File: src/rtl/agc_pkg.sv
// Shared constants for the gain chain: gain indices, gain-to-scale table,
// ADC full-scale code and the amplitude meter state encoding.
package agc_pkg;

  localparam logic [1:0] GAIN_3X    = 2'd0;
  localparam logic [1:0] GAIN_6X5   = 2'd1;
  localparam logic [1:0] GAIN_13X5  = 2'd2;
  localparam logic [1:0] GAIN_29X25 = 2'd3;

  localparam int K_W         = 21;
  localparam int K_FRAC_BITS = 16;

  // K = round(2^16 * 2000 mV / 10 uV / (4096 * gain))
  localparam logic [K_W-1:0] K_3X    = 21'd1066667;
  localparam logic [K_W-1:0] K_6X5   = 21'd492308;
  localparam logic [K_W-1:0] K_13X5  = 21'd237037;
  localparam logic [K_W-1:0] K_29X25 = 21'd109402;

  localparam logic [11:0] ADC_FULL_SCALE = 12'd4095;
  localparam int          ADC_FS_MV      = 2000;
  localparam int          VPP_LSB_UV     = 10;

  typedef enum logic [2:0] {
    ST_WAIT_STABLE = 3'd0,
    ST_SETTLE      = 3'd1,
    ST_ACCUM       = 3'd2,
    ST_SCALE       = 3'd3,
    ST_OUTPUT      = 3'd4
  } meter_state_t;

  function automatic logic [K_W-1:0] gain_k(input logic [1:0] g);
    logic [K_W-1:0] k;
    case (g)
      GAIN_3X:    k = K_3X;
      GAIN_6X5:   k = K_6X5;
      GAIN_13X5:  k = K_13X5;
      GAIN_29X25: k = K_29X25;
      default:    k = K_3X;
    endcase
    return k;
  endfunction

endpackage

File: src/rtl/vpp_scaler.sv
// Two-stage pipeline converting a peak-to-peak ADC code into an
// input-referred amplitude: multiply by K[gain], then round and saturate.
module vpp_scaler
  import agc_pkg::*;
#(
  parameter int OUT_W = 16
) (
  input  logic             clk,
  input  logic             rst,
  input  logic             in_valid,
  input  logic [11:0]      pp,
  input  logic [1:0]       gain,
  output logic [OUT_W-1:0] vpp,
  output logic             sat,
  output logic             out_valid
);

  localparam logic [17:0] VPP_MAX = 18'((64'd1 << OUT_W) - 64'd1);

  logic [32:0] prod_r;
  logic        v1_r;
  logic [17:0] shifted_s;
  logic        over_s;

  // Stage 1: full-width product of the code span and the gain scale factor.
  always_ff @(posedge clk) begin
    if (rst) begin
      prod_r <= 33'd0;
      v1_r   <= 1'b0;
    end else begin
      v1_r <= in_valid;
      if (in_valid) begin
        prod_r <= 33'(pp) * 33'(gain_k(gain));
      end
    end
  end

  // Round half-up on the 16 fractional bits, then check against the output range.
  always_comb begin
    shifted_s = 18'((34'(prod_r) + 34'd32768) >> K_FRAC_BITS);
    over_s    = (shifted_s > VPP_MAX);
  end

  // Stage 2: registered, saturated result.
  always_ff @(posedge clk) begin
    if (rst) begin
      vpp       <= '0;
      sat       <= 1'b0;
      out_valid <= 1'b0;
    end else begin
      out_valid <= v1_r;
      if (v1_r) begin
        vpp <= over_s ? {OUT_W{1'b1}} : shifted_s[OUT_W-1:0];
        sat <= over_s;
      end
    end
  end

endmodule

File: src/rtl/amplitude_meter.sv
// Measures peak-to-peak amplitude over a window of samples taken at a settled,
// constant gain and reports it input-referred on a valid/ready port.
module amplitude_meter
  import agc_pkg::*;
#(
  parameter int WINDOW         = 512,
  parameter int SETTLE_SAMPLES = 16,
  parameter int OUT_W          = 16
) (
  input  logic             clk,
  input  logic             rst,
  input  logic             adc_valid,
  input  logic [11:0]      adc_data,
  input  logic [1:0]       gain_code,
  input  logic             gain_stable,
  output logic             vpp_valid,
  input  logic             vpp_ready,
  output logic [OUT_W-1:0] vpp_out,
  output logic [1:0]       vpp_gain,
  output logic             vpp_sat
);

  localparam int WCNT_W = $clog2(WINDOW);
  localparam int SCNT_W = $clog2(SETTLE_SAMPLES) + 1;

  meter_state_t state_r, state_s;

  logic [1:0]        g_r;
  logic [SCNT_W-1:0] settle_cnt_r;
  logic [WCNT_W-1:0] win_cnt_r;
  logic [11:0]       max_r, min_r;
  logic              clip_r;
  logic              scale_start_r;
  logic              vpp_valid_r;
  logic [OUT_W-1:0]  vpp_out_r;
  logic [1:0]        vpp_gain_r;
  logic              vpp_sat_r;

  logic              abort_s, settle_done_s, win_done_s, handshake_s;
  logic              latch_gain_s, settle_inc_s, accum_start_s, accum_s, capture_s;
  logic [11:0]       pp_s;
  logic [OUT_W-1:0]  sc_vpp_s;
  logic              sc_sat_s, sc_valid_s;

  // Condition decode shared by the next-state and output logic.
  always_comb begin
    abort_s       = ((state_r == ST_SETTLE) || (state_r == ST_ACCUM)) &&
                    (!gain_stable || (gain_code != g_r));
    settle_done_s = adc_valid && (settle_cnt_r == SCNT_W'(SETTLE_SAMPLES - 1));
    win_done_s    = adc_valid && (win_cnt_r == WCNT_W'(WINDOW - 1));
    handshake_s   = vpp_valid_r && vpp_ready;
    pp_s          = max_r - min_r;
  end

  // State register.
  always_ff @(posedge clk) begin
    if (rst) begin
      state_r <= ST_WAIT_STABLE;
    end else begin
      state_r <= state_s;
    end
  end

  // Next-state logic; abort outranks both settle and window completion.
  always_comb begin
    state_s = state_r;
    case (state_r)
      ST_WAIT_STABLE: begin
        if (gain_stable) state_s = ST_SETTLE;
        else             state_s = ST_WAIT_STABLE;
      end
      ST_SETTLE: begin
        if (abort_s)            state_s = ST_WAIT_STABLE;
        else if (settle_done_s) state_s = ST_ACCUM;
        else                    state_s = ST_SETTLE;
      end
      ST_ACCUM: begin
        if (abort_s)         state_s = ST_WAIT_STABLE;
        else if (win_done_s) state_s = ST_SCALE;
        else                 state_s = ST_ACCUM;
      end
      ST_SCALE: begin
        if (sc_valid_s) state_s = ST_OUTPUT;
        else            state_s = ST_SCALE;
      end
      ST_OUTPUT: begin
        if (handshake_s) state_s = gain_stable ? ST_SETTLE : ST_WAIT_STABLE;
        else             state_s = ST_OUTPUT;
      end
      default: state_s = ST_WAIT_STABLE;
    endcase
  end

  // Per-state datapath enables.
  always_comb begin
    latch_gain_s  = 1'b0;
    settle_inc_s  = 1'b0;
    accum_start_s = 1'b0;
    accum_s       = 1'b0;
    capture_s     = 1'b0;
    case (state_r)
      ST_WAIT_STABLE: latch_gain_s = gain_stable;
      ST_SETTLE: begin
        settle_inc_s  = adc_valid && !abort_s;
        accum_start_s = settle_done_s && !abort_s;
      end
      ST_ACCUM:  accum_s      = adc_valid && !abort_s;
      ST_SCALE:  capture_s    = sc_valid_s;
      ST_OUTPUT: latch_gain_s = handshake_s && gain_stable;
      default: begin
        latch_gain_s = 1'b0;
      end
    endcase
  end

  // Gain latch, settle/window counters and min/max tracking.
  always_ff @(posedge clk) begin
    if (rst) begin
      g_r           <= 2'd0;
      settle_cnt_r  <= '0;
      win_cnt_r     <= '0;
      max_r         <= 12'd0;
      min_r         <= ADC_FULL_SCALE;
      clip_r        <= 1'b0;
      scale_start_r <= 1'b0;
    end else begin
      scale_start_r <= accum_s && win_done_s;
      if (latch_gain_s) begin
        g_r          <= gain_code;
        settle_cnt_r <= '0;
      end else if (settle_inc_s) begin
        settle_cnt_r <= settle_cnt_r + SCNT_W'(1);
      end
      if (accum_start_s) begin
        max_r     <= 12'd0;
        min_r     <= ADC_FULL_SCALE;
        clip_r    <= 1'b0;
        win_cnt_r <= '0;
      end else if (accum_s) begin
        max_r     <= (adc_data > max_r) ? adc_data : max_r;
        min_r     <= (adc_data < min_r) ? adc_data : min_r;
        clip_r    <= clip_r | (adc_data == ADC_FULL_SCALE);
        win_cnt_r <= win_cnt_r + WCNT_W'(1);
      end
    end
  end

  vpp_scaler #(.OUT_W(OUT_W)) u_scaler (
    .clk       (clk),
    .rst       (rst),
    .in_valid  (scale_start_r),
    .pp        (pp_s),
    .gain      (g_r),
    .vpp       (sc_vpp_s),
    .sat       (sc_sat_s),
    .out_valid (sc_valid_s)
  );

  // Result register: frozen from capture until the consumer takes it.
  always_ff @(posedge clk) begin
    if (rst) begin
      vpp_valid_r <= 1'b0;
      vpp_out_r   <= '0;
      vpp_gain_r  <= 2'd0;
      vpp_sat_r   <= 1'b0;
    end else if (capture_s) begin
      vpp_valid_r <= 1'b1;
      vpp_out_r   <= sc_vpp_s;
      vpp_gain_r  <= g_r;
      vpp_sat_r   <= sc_sat_s | clip_r;
    end else if (handshake_s) begin
      vpp_valid_r <= 1'b0;
    end
  end

  assign vpp_valid = vpp_valid_r;
  assign vpp_out   = vpp_out_r;
  assign vpp_gain  = vpp_gain_r;
  assign vpp_sat   = vpp_sat_r;

endmodule

File: config.mk
export PLATFORM = sky130hd
export DESIGN_NAME = amplitude_meter
export DESIGN_NICKNAME = d
export VERILOG_FILES = /design/src/rtl/agc_pkg.sv /design/src/rtl/vpp_scaler.sv /design/src/rtl/amplitude_meter.sv
export SDC_FILE = /design/constraint.sdc
export NUM_CORES = 1
export LEC_CHECK = 0
export CELL_PAD_IN_SITES_DETAIL_PLACEMENT = 1
export CELL_PAD_IN_SITES_GLOBAL_PLACEMENT = 2
export CORE_ASPECT_RATIO = 1.25
export CORE_UTILIZATION = 40
export CTS_CLUSTER_DIAMETER = 100
export DETAILED_ROUTE_END_ITERATION = 8
export PLACE_DENSITY = 0.94
export SLEW_MARGIN = 20
export SYNTH_ARGS = -nofsm -noshare
export SYNTH_HDL_FRONTEND = slang
export SYNTH_SLANG_ARGS = --single-unit
File: constraint.sdc
create_clock -name clk -period 9.6 [get_ports clk]
set_input_delay 1.44 -clock clk [delete_from_list [all_inputs] [get_ports clk]]
set_output_delay 1.44 -clock clk [all_outputs]
set_load 0.005 [all_outputs]
Word-level counts from Yosys, hierarchy flattened
Cells that the tools add are included.
{ "totals": {"ff_bits": 117, "input_bits": 19, "output_inout_bits": 20, "wordCells": 76} }
{ "classes": {"bitwise": 2, "n_reduce_logical": 19, "addsub": 4, "mux": 19, "multipliers": 1, "eq_ne": 11, "n_lt_le_gt_ge": 3} }
{ "ops": {"columns": ["op", "n"], "rows": [
  ["21-bit one-hot mux with 4 select lines", 1],
  ["21-bit 2-to-1 mux", 2],
  ["33-bit by 16-bit adder with 34-bit output, second input constant", 1],
  ["12-bit by 21-bit multiplier with 33-bit output", 1],
  ["18-bit by 16-bit > comparator with 1-bit output, second input constant", 1],
  ["16-bit 2-to-1 mux", 1],
  ["3-bit one-hot mux with 5 select lines", 1],
  ["12-bit equality test, second input constant", 1],
  ["12-bit > comparator", 1],
  ["12-bit less-than comparator", 1],
  ["12-bit subtractor", 1],
  ["9-bit by 1-bit adder with 9-bit output, second input constant", 1],
  ["9-bit equality test, second input constant", 1],
  ["1-bit logical AND", 8],
  ["1-bit 2-to-1 mux", 8],
  ["3-bit by 2-bit equality test with 1-bit output, second input constant", 2],
  ["2-bit 2-to-1 mux", 3],
  ["3-bit 2-to-1 mux", 2],
  ["5-bit by 1-bit adder with 5-bit output, second input constant", 1],
  ["5-bit by 4-bit equality test with 1-bit output, second input constant", 1],
  ["2-bit equality test, second input constant", 2],
  ["2-bit AND reduction", 2],
  ["2-bit OR reduction", 2],
  ["3-bit by 1-bit equality test with 1-bit output, second input constant", 1],
  ["10 further kinds", 13]
]} }

Longest topological paths before layout
{ "depth": {"ltp_word": 7, "ltp_mapped": 30, "mapped_depth_nobuf": 30} }

Hierarchy
A second synthesis with hierarchy kept.
{ "hier_totals": {"hier_cells": 1419, "hier_area_um2": 12341.8} }
{ "by_module_without_submodules": {"columns": ["module", "n_inst", "cells_each", "seq_area_each_um2", "area_each_um2"], "rows": [
  ["vpp_scaler", 1, 968, 740.7, 8620.8],
  ["amplitude_meter", 1, 451, 1301.2, 3721.1]
]} }

Worst setup path after synthesis
No wires, ideal clock.
{ "synth_path": {"path_kind": "reg2reg", "from": "register max_r[0]", "to": "register u_scaler.prod_r[29]", "setup_ns": 0.117, "arrival_ns": 7.019, "setup_slack_ns": 2.463, "stages_incl_launch_ff": 29, "period_less_slack_ns": 7.137, "path_buffers": 0, "t_required_ns": 9.483, "path_cell_list": "dfxtp_1 inv_1 ha_1 inv_1 fa_1 a21o_1 a211oi_1 o21ai_1 a31o_1 a21o_2 xor2_1 nand2_1 fa_1 inv_1 fa_1 fa_1 fa_1 inv_1 fa_1 inv_1 ha_1 a21o_1 a31o_1 nor2_1 a31o_2 a21oi_2 o21a_1 or3_1 a32o_1"} }
{ "synth_via": {"elab_chain_cells": 2} }
{ "synth_rtl": {"columns": ["element", "line_no", "rtl"], "rows": [
  ["start: declaration", "amplitude_meter.sv:31", "logic [11:0] max_r, min_r;"],
  ["start signal: assignment", "amplitude_meter.sv:140", "max_r <= (adc_data > max_r) ? adc_data : max_r;"],
  ["12-bit subtractor", "amplitude_meter.sv:52", "pp_s = max_r - min_r;"],
  ["12-bit by 21-bit multiplier with 33-bit output", "vpp_scaler.sv:33", "prod_r <= 33'(pp) * 33'(gain_k(gain));"],
  ["end signal: assignment", "vpp_scaler.sv:33", null],
  ["end: declaration", "vpp_scaler.sv:20", "logic [32:0] prod_r;"]
]} }
Every way passes these cells.
A chain may end at the register's enable or synchronous reset.

Final worst setup path
{ "layout_path": {"from": "register min_r[0]", "to": "register u_scaler.prod_r[29]"} }
{ "layout_via": {"elab_chain_cells": 2} }
{ "layout_rtl": {"columns": ["element", "line_no", "rtl"], "rows": [
  ["start: declaration", "amplitude_meter.sv:31", null],
  ["start signal: assignment", "amplitude_meter.sv:141", "min_r <= (adc_data < min_r) ? adc_data : min_r;"],
  ["12-bit subtractor", "amplitude_meter.sv:52", null],
  ["12-bit by 21-bit multiplier with 33-bit output", "vpp_scaler.sv:33", null]
]} }
Every way passes these cells.

==> impl_summary.log <==
[metrics] count of state elements after synthesis: 102
[metrics] quantity of hold-fixing buffers added after cts: 0
[metrics] number of vias per cell after detailed routing: 5.152
[metrics] startpoint of the worst-slack reg-to-reg timing path: min_r[0]
[metrics] CTS tree: done
[metrics] via count of the first global-routing pass: 10545
[metrics] library cell occupying the most area in the post-synthesis netlist: sky130_fd_sc_hd__fa_1
[metrics] Starting Density: 0.4061
[metrics] hold violation total from the final report: 0
[metrics] data arrival time of the critical path: 8.14 ns
[metrics] classification of the worst-slack hold path: reg -> reg
[metrics] largest driver fanout on the critical path: 8
[metrics] Post-route DRC: 0
[metrics] clock buffer depth: 2
[metrics] clock tree root buffer cell: sky130_fd_sc_hd__clkbuf_16
[metrics] total number of H-tree levels: 3
[metrics] Chip Height: 197.2 µm
[metrics] slew margin rel.: 0.2742
[metrics] Clock transition at path regs: 0.08 ns
[metrics] Setup Fix Bufs, Post-CTS: 0
[metrics] Syn Std Cell Area: 12190 µm²
[metrics] post-synthesis simple-gate area fraction: 0.1617
[metrics] main combinational cell family by area after synthesis: adder cells
[metrics] static leakage: 0.006690 µW
[metrics] final setup violation count: 0
[metrics] post-layout minimum cycle time: 7.898 ns
[metrics] Top FF cell, synth: sky130_fd_sc_hd__dfxtp_1
[metrics] number of synthesized flops with an enable pin: 0
[metrics] fin cells: 1799
[metrics] total power: 936.6 µW
[metrics] standard-cell rows: 71
[metrics] overall overflow remaining after global route: 0
[metrics] drt total wl: 32400 µm
[metrics] post-synthesis cell type count: 64
[metrics] fraction of the mapped netlist area in adder cells: 0.4088
[metrics] area growth from synthesis to layout: 8.803%
[metrics] Worst setup EP type: register
[metrics] final routed wire length divided by cell count: 18.01 µm
[metrics] max incr delay on CP: 0.56 ns
[metrics] area share of the largest cell type after synthesis: 0.2774
[metrics] Mapped Avg Cell Area: 8.824 µm²
[metrics] highest clock frequency the design can meet: 0.1266 GHz
[metrics] sequential cell area fraction in the yosys report: 0.1675
[metrics] number of nets in the synthesized netlist: 1698
[metrics] all-layer global routing usage: 0.2244
[metrics] maximum clock skew at final layout: 0.01257 ns
[metrics] share of final-layout standard cells stronger than drive strength 1: 0.03433
[metrics] crit path from: min_r[0]
[metrics] data required time of the critical path: 9.85 ns
[metrics] parity-gate share of the synthesized area counting xor and xnor cells: 0.04833
[metrics] post-route antenna net violation count: 0
[metrics] Layout fillers: 3614
[metrics] post-route fraction of the period consumed by the critical path: 0.8227
[metrics] net total in the final layout: 1709
[metrics] Placeable Area: 30030 µm²
[metrics] number of top-level pins: 39
[metrics] number of port buffers: 38
[metrics] first-pass GRT wire length: 53970 µm
[metrics] most frequent cells after synthesis: sky130_fd_sc_hd__inv_1 (252), sky130_fd_sc_hd__fa_1 (169), sky130_fd_sc_hd__nand2_1 (131)
[metrics] clock latency reported for the late side of the worst-skew pair: 0.36 ns
[metrics] sort of element at the start of the critical path: register
[metrics] Compound-Gate Fraction of Synth Area: 0.1001
[metrics] Worst R2R Path Depth: 27
[metrics] setup slack of the most critical reg-to-reg path: 1.70 ns
[metrics] CP endpoint: u_scaler.prod_r[29]
[metrics] pin count of the biggest net entering global routing: 63
[metrics] worst supply voltage drop on vdd: 78.44 µV
[metrics] placed cells: 1783
[metrics] detailed placer's ending HPWL: 27200 µm
[metrics] setup total negative slack: 0 ns
[metrics] number of CTS-inserted buffers: 9
[metrics] critical path class: reg -> reg
[metrics] die area: 31190 µm²
[metrics] most frequent CP cell: sky130_fd_sc_hd__fa_1
[metrics] sinks on the clock net: 102
[metrics] iteration-0 DRC count of the detailed router: 377
[metrics] routed via count: 9268
[metrics] async set or reset register ratio after synthesis: 0
[metrics] number of warnings reported in the yosys synthesis log: 0
[metrics] share of cell area taken by muxes after synthesis: 0.02052
[metrics] count leader, synth: sky130_fd_sc_hd__inv_1
[metrics] Cell Pwr Density: 70.59 nW/µm²
[metrics] destination of the worst register-to-register timing path: u_scaler.prod_r[29]
[metrics] unrepaired setup endpoints after global routing: no
[metrics] Worst Tran Pin Value: 1.081 ns
[metrics] Cell Area, Placed: 12940 µm²
[metrics] Final Wtd Congestion: 0.9082
[metrics] status: complete, no violations
[metrics] router iterations before antenna repair: 4
[metrics] final number of max-transition violations: 0
[metrics] gate count of the mapped netlist: 1382
[metrics] max capacitance violation total: 0
[metrics] cells resized by post-CTS repair: 0
[metrics] total non-filler cell area in the finished layout: 13270 µm²
[metrics] master of the slowest instance on the critical path: sky130_fd_sc_hd__fa_1
[metrics] initial antenna violation count: 0
[metrics] main area contributors after synthesis: sky130_fd_sc_hd__fa_1 (28%), sky130_fd_sc_hd__dfxtp_1 (17%), sky130_fd_sc_hd__ha_1 (13%), sky130_fd_sc_hd__inv_1 (7.8%), sky130_fd_sc_hd__nand2_1 (4.0%)
[metrics] count of antenna diodes in the layout: 0
[metrics] Die X: 158.2 µm
==> logic make-up after synthesis <==
group / after synthesis
xor+xnor: 63
compound gates: 182
fa+ha+maj: 297
buf+inv: 298
mux: 25
simple gates: 415
flops: 102
==> cell type report <==
cell class,instances,area [µm²],share of cell area
Tap cell,401,501.7,0.03782
Timing Repair Buffer,46,435.4,0.03282
Multi-Input combinational cell,982,9017,0.6797
Clock inverter,7,100.1,0.007544
Inverter,252,945.9,0.07129
Sequential cell,102,2042,0.1539
Clock buffer,9,225.2,0.01697
==> layout by cell type (no fill, tap or decap), types with 3 or more instances in the layout <==
master and instances:
sky130_fd_sc_hd__o21bai_1 4, sky130_fd_sc_hd__nor3b_1 4, sky130_fd_sc_hd__or3_1 3, sky130_fd_sc_hd__buf_4 8
sky130_fd_sc_hd__inv_1 252, sky130_fd_sc_hd__nand3_1 22, sky130_fd_sc_hd__and2_1 35, sky130_fd_sc_hd__xor2_1 31
sky130_fd_sc_hd__nand2b_1 34, sky130_fd_sc_hd__clkbuf_16 9, sky130_fd_sc_hd__nor3_1 12, sky130_fd_sc_hd__nor2_1 118
sky130_fd_sc_hd__inv_8 4, sky130_fd_sc_hd__fa_1 169, sky130_fd_sc_hd__xnor2_1 30, sky130_fd_sc_hd__ha_1 128
sky130_fd_sc_hd__or2_2 5, sky130_fd_sc_hd__dfxtp_1 102, sky130_fd_sc_hd__a31o_1 3, sky130_fd_sc_hd__a21o_1 21
sky130_fd_sc_hd__o21a_1 5, sky130_fd_sc_hd__clkdlybuf4s50_1 37, sky130_fd_sc_hd__and3_1 14, sky130_fd_sc_hd__nand2_1 131
sky130_fd_sc_hd__nor2b_1 14, sky130_fd_sc_hd__a21oi_1 53, sky130_fd_sc_hd__a211oi_1 22, sky130_fd_sc_hd__o21ai_1 6
sky130_fd_sc_hd__o21ai_0 26, sky130_fd_sc_hd__mux2i_1 25, sky130_fd_sc_hd__nand4_1 12, sky130_fd_sc_hd__a31oi_1 4
sky130_fd_sc_hd__o211ai_1 13
==> stage by stage <==
step / setup slack (ns) / hold WS (ns) / util
after floorplan: 2.463 / 0.4318 / -
after CTS: 1.716 / 0.4578 / 0.4419
after detailed placement: 1.788 / 0.4464 / 0.4310
after global placement: 2.011 / 0.4464 / 0.4310
after global routing: 1.269 / 0.4806 / 0.4419
final: 1.702 / 0.4532 / 0.4419
==> flip-flops by register name, summed over array words and instances, names as in the netlist, 2 cells and up <==
| register | flops |
|---|---|
| g_r | 2 |
| vpp_gain | 2 |
| min_r | 12 |
| settle_cnt_r | 5 |
| max_r | 12 |
| state_r | 3 |
| vpp_out | 16 |
| win_cnt_r | 9 |
| u_scaler.vpp | 16 |
| u_scaler.prod_r | 18 |
==> worst min path at each step <==
stage / startpoint / endpoint / depth (start not counted)
2_1_floorplan: u_scaler.vpp[10] / vpp_out[10] / 2
3_3_place_gp: vpp_gain[1] / vpp_gain[1] / 2
3_5_place_dp: vpp_out[14] / vpp_out[14] / 2
4_1_cts: vpp_out[14] / vpp_out[14] / 2
5_1_grt: u_scaler.vpp[8] / vpp_out[8] / 2
6_report: vpp_out[11] / vpp_out[11] / 2
==> where the power goes <==
group / internal [µW] / switching (µW) / leakage, µW
Sequential: 423 / 1.79 / 0.000822
Clock: 213 / 190 / 0.000160
Combinational: 39.5 / 69.5 / 0.00571
==> worst max-delay path, delay by kind of cell, from the launching register on <==
kind / cells / cell delay (ns)
buffers and inverters: 4 / 0.21
and+or+nand+nor: 3 / 0.70
adders and majority gates: 8 / 3.50
xor gates and xnor gates: 1 / 0.53
AOI/OAI and AO/OA: 11 / 2.45
DFF: 1 / 0.38
==> metal layers <==
layer | vias up | track usage | wire (µm) | part of all wire
met5 | - | 0 | 0 | 0
met4 | 0 | 0.09366 | 1322 | 0.041
met3 | 62 | 0.02216 | 817 | 0.025
met2 | 147 | 0.4196 | 16960 | 0.52
met1 | 4664 | 0.2556 | 13300 | 0.41
li1 | 4395 | - | - | -
Power figures use the tool's default switching activity.
==> edit 1 (config.mk and constraints unchanged) <==
`OUT_W` is set to 16 in 2 places; all go to 17.
--- a/src/rtl/vpp_scaler.sv
+++ b/src/rtl/vpp_scaler.sv
@@ -3,7 +3,7 @@
 module vpp_scaler
   import agc_pkg::*;
 #(
-  parameter int OUT_W = 16
+  parameter int OUT_W = 17
 ) (
   input  logic             clk,
   input  logic             rst,
--- a/src/rtl/amplitude_meter.sv
+++ b/src/rtl/amplitude_meter.sv
@@ -5,7 +5,7 @@
 #(
   parameter int WINDOW         = 512,
   parameter int SETTLE_SAMPLES = 16,
-  parameter int OUT_W          = 16
+  parameter int OUT_W          = 17
 ) (
   input  logic             clk,
   input  logic             rst,
Ports: changed (resized vpp_out); port bits go from 39 to 40. No check against the original RTL was run, so the function may have changed too.
==> edit 1 against the original RTL <==
Core utilization down 0.20 points; setup slack better by 0.067 ns; final area up 2.4%; routed wire length up 3.8%; area after synthesis up 2.9%; non-clock buffer count up 3; sequential cell count up 2; total power up 0.11%; critical path type unchanged; critical endpoint is now u_scaler.prod_r[28]; largest power group unchanged; highest routed layer unchanged.
==> edit 1: results <==
[status]
status = "completed"

[placement]
pre_cts_ws_ns = 1.76
dp_cells = 1835
placed_cell_area_mm2 = 0.0133
io_buffers = 39
gp_congestion = 0.923

[grt]
grt_pass1_wl_mm = 55.9
met3_usage_pct = 2.79
use_met1_pct = 25.1
grt_max_degree = 58
grtUsageMet2_pct = 41.3
grt.total_usage_pct = 22.2
grt_pass1_vias = 10700

[pwr]
peakVddDrop_uv = 106
p_leak_nw = 6.69
sw_frac_of_total_pct = 25.6

[logic_synthesis]
yosysSeqAreaShare_pct = 16.6
synth_fp_nets = 1747
synth-compound-area-share_pct = 11.6
synthTopCellsByCount = "inv_1, fa_1, nand2_1, ha_1, nor2_1"
synth_xor_area_share_pct = 3.69
yosys.cell_types.count = 81
synth.top_cells.by_area = "fa_1, dfxtp_1, ha_1"
synthMuxAreaShare_pct = 1.92
yosys.area_share.adder_pct = 39.7

[sta]
slew_headroom_pct = 26.3
fin_skew_ns = 0.00661

[routing]
wl_mm = 33.6
vias_per_cell = 5.24
first_pass_iters = 7
routedWlPerCell_um = 18.2

[setup_path]
worst-path-max-fanout = 7

[layout]
drive_gt1_share_pct = 4.99
regMostFlops = "u_scaler.prod_r"
[edit 1: cell types whose count changed in the layout (fill, tap and decap cells not counted), moves of 7 or more]
cell	before	now
a21oi_1	53	62
inv_1	252	266
nand2_1	131	144
nand4_1	12	19
nor2_1	118	109
xor2_1	31	24
[edit 1: logic make-up after synthesis]
group           after synthesis
mux                          24
flops                       104
compound gates              205
xor+xnor                     52
fa+ha+maj                   297
simple gates                429
buf+inv                     320
[edit 1: power by group through the flow]
stage	Combinational, mW	Sequential (mW)	Clock [mW]
6_report	0.111	0.434	0.393
5_1_grt	0.125	0.433	0.417
4_1_cts	0.112	0.433	0.402
3_5_place_dp	0.111	0.444	0
3_3_place_gp	0.108	0.443	0
2_1_floorplan	0.0730	0.443	0
[edit 1: final timing paths]
kind / end / cells past startpoint / slack, ns / start
worst min register to register: vpp_out[2] / 2 / 0.45 / vpp_out[2]
worst min-delay path: vpp_out[2] / 2 / 0.45 / vpp_out[2]
worst max register to register: u_scaler.prod_r[28] / 26 / 1.77 / min_r[0]
worst max-delay path: u_scaler.prod_r[28] / 26 / 1.77 / min_r[0]
[edit 1: cell type report]
| cell class | instances | area (µm²) |
|---|---|---|
| clock buffer | 12 | 267 |
| clock inverter | 4 | 57.6 |
| fill | 3663 | 17300 |
| inverter | 268 | 1010 |
| multi-input combinational | 1007 | 9210 |
| sequential | 104 | 2080 |
| tap | 407 | 509 |
| timing repair buffer | 49 | 460 |
[edit 1: metal layers]
metal / up-vias / part of all wire, % / wire (µm)
li1: 4565 / - / -
met1: 4899 / 40 / 13500
met2: 171 / 52 / 17500
met3: 70 / 3.1 / 1030
met4: 0 / 4.6 / 1560
met5: - / 0 / 0
==> edit 2 (same settings) <==
Without the edit above. The 5 states of `meter_state_t` get a one-hot encoding in 5 bits.
--- a/src/rtl/agc_pkg.sv
+++ b/src/rtl/agc_pkg.sv
@@ -20,12 +20,12 @@
   localparam int          ADC_FS_MV      = 2000;
   localparam int          VPP_LSB_UV     = 10;
 
-  typedef enum logic [2:0] {
-    ST_WAIT_STABLE = 3'd0,
-    ST_SETTLE      = 3'd1,
-    ST_ACCUM       = 3'd2,
-    ST_SCALE       = 3'd3,
-    ST_OUTPUT      = 3'd4
+  typedef enum logic [4:0] {
+    ST_WAIT_STABLE = 5'b00001,
+    ST_SETTLE      = 5'b00010,
+    ST_ACCUM       = 5'b00100,
+    ST_SCALE       = 5'b01000,
+    ST_OUTPUT      = 5'b10000
   } meter_state_t;
 
   function automatic logic [K_W-1:0] gain_k(input logic [1:0] g);
Behaviour: same outputs for any inputs over 10 cycles, from zero or initial values and one cycle with rst high; not proved beyond that.
==> edit 2 against the original RTL <==
Total power up 2.2%; setup slack worse by 0.71 ns; via count up 4.6%; hold slack better by 0.0033 ns; critical path depth up 3; final cell count up 2.2%; largest power group unchanged; first-iteration DRC count up 28%; final area up 0.71%; routed wire length up 3.8%; synthesized cell count up 3.1%; clock power down 5.5%; die area up 0.94%; area after synthesis up 0.95%; sequential cell count up 2.
==> edit 2: results <==
[layout]
fin_cells = 1839
drive_gt1_share_pct = 3.20
regArea_mm2 = 0.00208
num-fill-cells = 3645

[setup_path]
worstPathArrival_ns = 8.88
worst-path-max-fanout = 8
r2r_slack_ns = 0.99
crit_slowest_cell = "xor2_1"

[placement]
gp_congestion = 0.932
pre_cts_ws_ns = 1.04

[sta]
worst_pin_slew_ns = 0.915
hold_ws_ns = 0.457
period_share_pct = 89.7

[pwr]
peakVddDrop_uv = 104
p_leak_nw = 6.49

[floorplanning]
start_util_pct = 40.8

[logic_synthesis]
synth_xor_area_share_pct = 4.41
synthFlopType = "dfxtp_1"
synth_fp_nets = 1741
yosys.cell_types.count = 65
synth-compound-area-share_pct = 9.70
synth.top_cells.by_area = "fa_1, dfxtp_1, ha_1"
synthMuxAreaShare_pct = 2.68
syn_avg_cell_area_um2 = 8.64

[grt]
grt_max_degree = 58
grt.total_usage_pct = 22.2
grt_pass1_wl_mm = 55.4

[routing]
wl_mm = 33.6
first_iter_violations = 483
first_pass_iters = 5

[status]
status = "completed"
[edit 2: cell count changes after synthesis, moves of 6 or more]
| cell | unedited run | this run |
|---|---|---|
| a21oi_1 | 53 | 63 |
| and3_1 | 14 | 6 |
| inv_1 | 252 | 263 |
| mux2i_1 | 25 | 33 |
| nand2_1 | 131 | 137 |
| nand3_1 | 22 | 15 |
| nor2_1 | 118 | 148 |
| nor3_1 | 12 | 20 |
| o211ai_1 | 13 | 3 |
| xnor2_1 | 30 | 38 |
| xor2_1 | 31 | 24 |
[edit 2: final cells by class]
cell class | instances | share of cell area, %
multi-input cells | 1004 | 67.5
flip-flops and latches | 104 | 15.6
inverters | 265 | 7.44
well taps | 401 | 3.76
repair buffers | 49 | 3.43
clock buffers | 9 | 1.69
clock inverters | 7 | 0.599
[edit 2: logic make-up (layout without fill, tap and decap cells)]
group | Yosys count | after routing
simple gates | 433 | 433
buf+inv | 317 | 330
fa+ha+maj | 297 | 297
compound gates | 179 | 179
flops | 104 | 104
xor+xnor | 62 | 62
mux | 33 | 33
[edit 2: path summary, 6_finish.rpt]
path,end,from,cells past startpoint
worst min-delay path,vpp_out[9],vpp_out[9],2
worst max register to register,u_scaler.prod_r[32],max_r[0],30
worst min register to register,vpp_out[9],vpp_out[9],2
worst max-delay path,u_scaler.prod_r[32],max_r[0],30
[edit 2: power breakdown]
part           total, mW  switching (mW)  internal [mW]
sequential         0.436         0.00375          0.433
combinational      0.141          0.0909         0.0498
clock              0.380           0.193          0.186
total              0.957           0.288          0.669
[edit 2: worst max-delay path: cells and delay by family (launching register included)]
kind	cells	cell delay, ns
AOI/OAI and AO/OA	13	3.30
xor gates and xnor gates	2	0.69
adders and majority gates	8	3.38
buffers and inverters	4	0.22
DFF	1	0.33
and+or+nand+nor	3	0.62
[edit 2: layer usage]
| layer | up-vias | global-route usage [%] | wire (µm) | part of all wire (%) |
|---|---|---|---|---|
| met5 | - | 0 | 0 | 0 |
| met4 | 0 | 9.33 | 1280 | 3.8 |
| met2 | 218 | 41.2 | 17400 | 52 |
| li1 | 4517 | - | - | - |
| met1 | 4899 | 26.0 | 13800 | 41 |
| met3 | 63 | 2.33 | 1160 | 3.4 |
